[src/rtl/bridge_pkg.sv]
// Shared definitions for the CPU-to-peripheral bridge: FSM encoding,
// default window map and interrupt vector width.
package bridge_pkg;

   typedef enum logic [1:0] {
      ST_IDLE   = 2'd0,
      ST_ACCESS = 2'd1,
      ST_RESP   = 2'd2
   } state_t;

   localparam int IRQ_W = 6;

   localparam logic [31:0] DEV0_BASE = 32'h0000_7f00;
   localparam logic [31:0] DEV1_BASE = 32'h0000_7f10;
   localparam logic [31:0] DEV2_BASE = 32'h0000_7f20;
   localparam logic [95:0] DEF_DEV_BASE = {DEV2_BASE, DEV1_BASE, DEV0_BASE};

endpackage

[src/rtl/bridge_decode.sv]
// Address decoder: one-hot window hit (lowest index wins on overlap) plus miss flag.
module bridge_decode
   import bridge_pkg::*;
#(
   parameter int                 NDEV     = 3,
   parameter logic [NDEV*32-1:0] DEV_BASE = DEF_DEV_BASE[NDEV*32-1:0],
   parameter int                 WIN_BITS = 4
) (
   input  logic [31:0]     addr,
   output logic [NDEV-1:0] hit,
   output logic            miss
);

   always_comb begin
      hit  = '0;
      miss = 1'b1;
      // Scan downward so the lowest matching index is the one left standing
      for (int i = NDEV - 1; i >= 0; i--) begin
         if (addr[31:WIN_BITS] == DEV_BASE[i*32+WIN_BITS +: 32-WIN_BITS]) begin
            hit    = '0;
            hit[i] = 1'b1;
            miss   = 1'b0;
         end
      end
   end

endmodule

[src/rtl/sys_bridge.sv]
// CPU request/ready bus to NDEV memory-mapped peripheral windows, with
// ack timeout, bus-error reporting and a registered interrupt vector.
module sys_bridge
   import bridge_pkg::*;
#(
   parameter int                 NDEV     = 3,
   parameter logic [NDEV*32-1:0] DEV_BASE = DEF_DEV_BASE[NDEV*32-1:0],
   parameter int                 WIN_BITS = 4,
   parameter int                 TIMEOUT  = 15
) (
   input  logic                  clk,
   input  logic                  reset,
   input  logic                  cpu_req,
   input  logic                  cpu_we,
   input  logic [31:0]           cpu_addr,
   input  logic [3:0]            cpu_be,
   input  logic [31:0]           cpu_wdata,
   output logic                  cpu_ready,
   output logic                  cpu_err,
   output logic [31:0]           cpu_rdata,
   output logic [NDEV-1:0]       dev_sel,
   output logic                  dev_we,
   output logic [WIN_BITS-3:0]   dev_addr,
   output logic [31:0]           dev_wdata,
   input  logic [NDEV*32-1:0]    dev_rdata,
   input  logic [NDEV-1:0]       dev_ack,
   input  logic [NDEV-1:0]       dev_irq,
   output logic [IRQ_W-1:0]      hwint
);

   localparam int CNT_W = (TIMEOUT > 1) ? $clog2(TIMEOUT + 1) : 1;
   localparam logic [CNT_W-1:0] CNT_LAST = CNT_W'(TIMEOUT - 1);

   state_t              state;
   logic [CNT_W-1:0]    cnt;
   logic                we_q;
   logic [WIN_BITS-3:0] addr_q;
   logic [31:0]         wdata_q;

   logic [NDEV-1:0]     hit;
   logic                miss;
   logic                bad_req;
   logic                sel_ack;
   logic [31:0]         rd_mux;

   bridge_decode #(
      .NDEV     (NDEV),
      .DEV_BASE (DEV_BASE),
      .WIN_BITS (WIN_BITS)
   ) u_decode (
      .addr (cpu_addr),
      .hit  (hit),
      .miss (miss)
   );

   assign bad_req   = miss || (cpu_addr[1:0] != 2'b00) || (cpu_be != 4'b1111);
   assign sel_ack   = |(dev_ack & dev_sel);
   assign dev_addr  = addr_q;
   assign dev_wdata = wdata_q;

   // dev_sel doubles as the latched device index during ACCESS
   always_comb begin
      rd_mux = '0;
      for (int i = 0; i < NDEV; i++) begin
         if (dev_sel[i]) rd_mux = rd_mux | dev_rdata[i*32 +: 32];
      end
   end

   always_ff @(posedge clk) begin
      if (!reset) begin
         state     <= ST_IDLE;
         cnt       <= '0;
         we_q      <= 1'b0;
         addr_q    <= '0;
         wdata_q   <= '0;
         cpu_ready <= 1'b0;
         cpu_err   <= 1'b0;
         cpu_rdata <= '0;
         dev_sel   <= '0;
         dev_we    <= 1'b0;
      end else begin
         cpu_ready <= 1'b0;
         cpu_err   <= 1'b0;
         cpu_rdata <= '0;
         case (state)
            ST_IDLE: begin
               if (cpu_req) begin
                  if (bad_req) begin
                     state     <= ST_RESP;
                     cpu_ready <= 1'b1;
                     cpu_err   <= 1'b1;
                  end else begin
                     state   <= ST_ACCESS;
                     cnt     <= '0;
                     we_q    <= cpu_we;
                     addr_q  <= cpu_addr[WIN_BITS-1:2];
                     wdata_q <= cpu_wdata;
                     dev_sel <= hit;
                     dev_we  <= cpu_we;
                  end
               end
            end
            ST_ACCESS: begin
               if (sel_ack) begin
                  state     <= ST_RESP;
                  cpu_ready <= 1'b1;
                  cpu_rdata <= we_q ? 32'h0 : rd_mux;
                  dev_sel   <= '0;
                  dev_we    <= 1'b0;
               end else if (cnt == CNT_LAST) begin
                  state     <= ST_RESP;
                  cpu_ready <= 1'b1;
                  cpu_err   <= 1'b1;
                  dev_sel   <= '0;
                  dev_we    <= 1'b0;
               end else begin
                  cnt <= cnt + 1'b1;
               end
            end
            ST_RESP: state <= ST_IDLE;
            default: state <= ST_IDLE;
         endcase
      end
   end

   always_ff @(posedge clk) begin
      if (!reset) hwint <= '0;
      else        hwint <= IRQ_W'(dev_irq);
   end

endmodule

[config.mk]
export PLATFORM = sky130hd
export DESIGN_NAME = sys_bridge
export DESIGN_NICKNAME = d
export VERILOG_FILES = /design/src/rtl/bridge_pkg.sv /design/src/rtl/bridge_decode.sv /design/src/rtl/sys_bridge.sv
export SDC_FILE = /design/constraint.sdc
export NUM_CORES = 1
export LEC_CHECK = 0
export ABC_AREA = 1
export CAP_MARGIN = 20
export CORE_AREA = 4 4 96 98
export CTS_BUF_LIST = sky130_fd_sc_hd__clkbuf_2
export DETAILED_ROUTE_END_ITERATION = 10
export DIE_AREA = 0 0 100 102
export DONT_BUFFER_PORTS = 1
export PLACE_DENSITY_LB_ADDON = 0.2
export SLEW_MARGIN = 20
export SYNTH_ARGS = -nofsm -noshare
export SYNTH_HDL_FRONTEND = slang
export SYNTH_HIERARCHICAL = 1
export SYNTH_SLANG_ARGS = --single-unit
export TNS_END_PERCENT = 1
[constraint.sdc]
create_clock -name clk -period 1.9 [get_ports clk]
set_input_delay 0.475 -clock clk [delete_from_list [all_inputs] [get_ports clk]]
set_output_delay 0.475 -clock clk [all_outputs]
set_load 0.005 [all_outputs]
==> impl_metrics.py, run 1 <==
metrics = {
    "yosys": {
        "syn_avg_cell_area_um2": 7.336,
        "synth_area_leaders": "dfxtp_1 (46%), nand2_1 (14%), a21oi_1 (6.3%)",
        "ys_seq_area_frac": 0.4567,
        "synth_flop_cell": "dfxtp_1",
        "synth_cell_type_count": 27,
        "yosys.area.top_type": "dfxtp_1",
        "synth_compound_area_frac": 0.1709,
        "synth-xor-area-share": 0.004873,
        "synth_top_family_by_area": "simple AND/OR/NAND/NOR gates",
        "synthArstFlopShare": 0,
        "post_synth_and_or_nand_nor_area_fraction": 0.2593,
        "synthMuxAreaShare": 0,
        "synth_warnings": 6,
        "syn_inst": 490,
        "ys_ff_latch": 82,
        "yosysTopAreaCellShare": 0.4567,
        "syn_area_mm2": 0.003595,
        "synth_edf_count": 0,
        "synthAdderAreaFrac": 0.006961,
    },
    "sta": {
        "rsz0062_at_grt": "false",
        "finalHoldViolCount": 0,
        "finalMaxSlewViolations": 0,
        "postLayoutSetupSlackWorst_ns": 0.2040,
        "tns_ns": 0,
        "setup_viol": 0,
        "fmax_mhz": 589.6,
        "post-route-period-util": 0.8927,
        "hold_ws_ns": 0.06375,
        "skew_ns": 0.04097,
        "period_needed_ns": 1.696,
    },
    "worst_setup_path": {
        "cp_slowest_cell": "dfxtp_1",
        "worstSetupPathType": "flop to primary output",
        "cp-end-kind": "primary output",
        "crit_path_max_incr_delay_ns": 0.38,
        "startpoint_type": "flop",
        "crit_arrival_ns": 1.22,
        "cp.required_ns": 1.42,
        "worstPathCellList": "buf_4",
        "crit_family": "flip-flops",
        "cp_max_fo": 34,
        "worstPathBufferInverterCount": 1,
    },
    "job": {
        "cap_violations": 0,
    },
    "worst_hold_path": {
        "hold_class": "input port to flop",
    },
    "place": {
        "placedCellCount": 575,
        "dpl-instance-area_mm2": 0.003605,
        "port_buffers": 0,
        "post-place-ws_ns": 0.04340,
        "dp_hpwl_mm": 7.275,
        "gp_congestion": 0.8153,
    },
    "finish": {
        "final_util": 0.4534,
        "fill_cells": 853,
        "finalInstanceArea_mm2": 0.003839,
        "layout_commonest_cell": "nand2_1",
        "syn2layout_area_growth_pct": 6.787,
        "multi_input_area_mm2": 0.001600,
        "layout.nets": 665,
        "regArea_mm2": 0.001642,
        "layout_common_cells": "nand2_1 (138), dfxtp_1 (82), nor2_1 (54)",
        "n_antenna_cell": 0,
        "instances_no_fill": 602,
        "drive_gt1_frac": 0.09717,
    },
    "floorplanning": {
        "die_h_um": 102,
        "rows": 34,
        "die_w_um": 100,
        "io-pin-count": 252,
        "initial_utilization": 0.4246,
        "die_area_mm2": 0.01020,
        "core_area_mm2": 0.008466,
    },
    "cts": {
        "cts_resized": 0,
        "cts.sinks": 82,
        "root_buffer": "clkbuf_2",
        "cts_tree": "built",
        "h-tree-depth": 3,
        "clockBufferDepth": 2,
        "clk_pin_slew_ns": 0.27,
        "clk_latency_ns": 0.52,
        "post-cts-setup-buffers": 0,
        "hold_buffers": 5,
        "numCtsBuffers": 9,
    },
    "global_routing": {
        "use_met1": 0.1970,
        "grt_pass1_wl_mm": 14.20,
        "grt_max_degree": 35,
        "grtUsageMet3": 0.06416,
        "antenna_found_initial": 0,
        "grt_pass1_vias": 2902,
        "grt-busiest-layer": "met2",
        "grt_use_total": 0.1742,
        "grt_overflow": 0,
        "met2_usage": 0.3043,
    },
    "power_and_ir_drop": {
        "p_total_mw": 2.811,
        "power_density_mw_per_mm2": 732.4,
        "p_leak_nw": 1.359,
        "vdd_drop_max_mv": 0.4244,
    },
    "detailed_routing": {
        "drt_pre_antenna_iters": 6,
        "drt_iter0_drc": 105,
        "drc_errors": 0,
        "via_per_inst": 5.229,
        "wl_per_cell_um": 16.00,
        "routed_wl_mm": 9.635,
        "vias": 3148,
        "ant_nets": 0,
    },
    "outcome": {
        "status": "complete, no violations",
    },
}
==> cell type report <==
| class | instances | area share |
|---|---|---|
| Clock buffer | 10 | 0.01304 |
| Clock inverter | 6 | 0.01923 |
| Multi-Input combinational cell | 340 | 0.4169 |
| Inverter | 36 | 0.03520 |
| Timing Repair Buffer | 20 | 0.05280 |
| Tap cell | 108 | 0.03520 |
| Sequential cell | 82 | 0.4276 |
==> cells by family (layout without fill, tap and decap cells) <==
| kind of cell | after synthesis | count (layout) |
|---|---|---|
| compound gates | 114 | 114 |
| xor+xnor | 2 | 2 |
| fa+ha+maj | 2 | 2 |
| buf+inv | 70 | 72 |
| flops | 82 | 82 |
| other cells | 1 | 3 |
| simple gates | 219 | 219 |
==> path summary, 6_finish.rpt <==
check / from / endpoint / slack [ns] / cells after the start
max: dev_sel[2] / dev_sel[2] / 0.20 / 1
min reg2reg: we_q / we_q / 0.49 / 2
max reg2reg: cnt[0] / cpu_ready / 0.50 / 6
min: reset / dev_wdata[20] / 0.06 / 2
==> registers in the layout, indices dropped and copies added, names as in the netlist <==
name       count
cpu_ready      1
dev_wdata     32
dev_sel        3
dev_addr       2
dev_we         1
cpu_rdata     32
cnt            4
hwint          3
we_q           1
state          2
cpu_err        1
==> Yosys cell counts, types with 6 or more instances <==
library cell  instances
dfxtp_1              82
buf_4                 6
a31oi_1              32
a21oi_1              45
inv_1                31
o21ai_1              29
clkbuf_1             13
o21ai_0               7
buf_6                 9
nor2_1               54
nand3_1               9
nand2_1             138
==> per-layer routing <==
metal	up-vias	wire length, um
met1	1393	3598
met3	12	1060
met4	0	178
met5	-	0
li1	1573	-
met2	170	4799
==> report_power, final <==
group / total, mW / switching [mW] / internal [mW]
logic: 0.110 / 0.0649 / 0.0450
registers: 1.74 / 0.00474 / 1.73
clock network: 0.964 / 0.637 / 0.328
Note: power is estimated with default switching activity, not from simulation.
==> run 2: changes to the inputs <==
ABC_CLOCK_PERIOD_IN_PS = 1900   (was not set)
==> results of run 2 <==
Same layout as run 1: the final DEF is identical, and so are final timing and power.
==> run 3: changes to the inputs <==
TNS_END_PERCENT = not set   (was 1)
==> results of run 3 <==
Same layout as run 1: the final DEF is identical, and so are final timing and power.
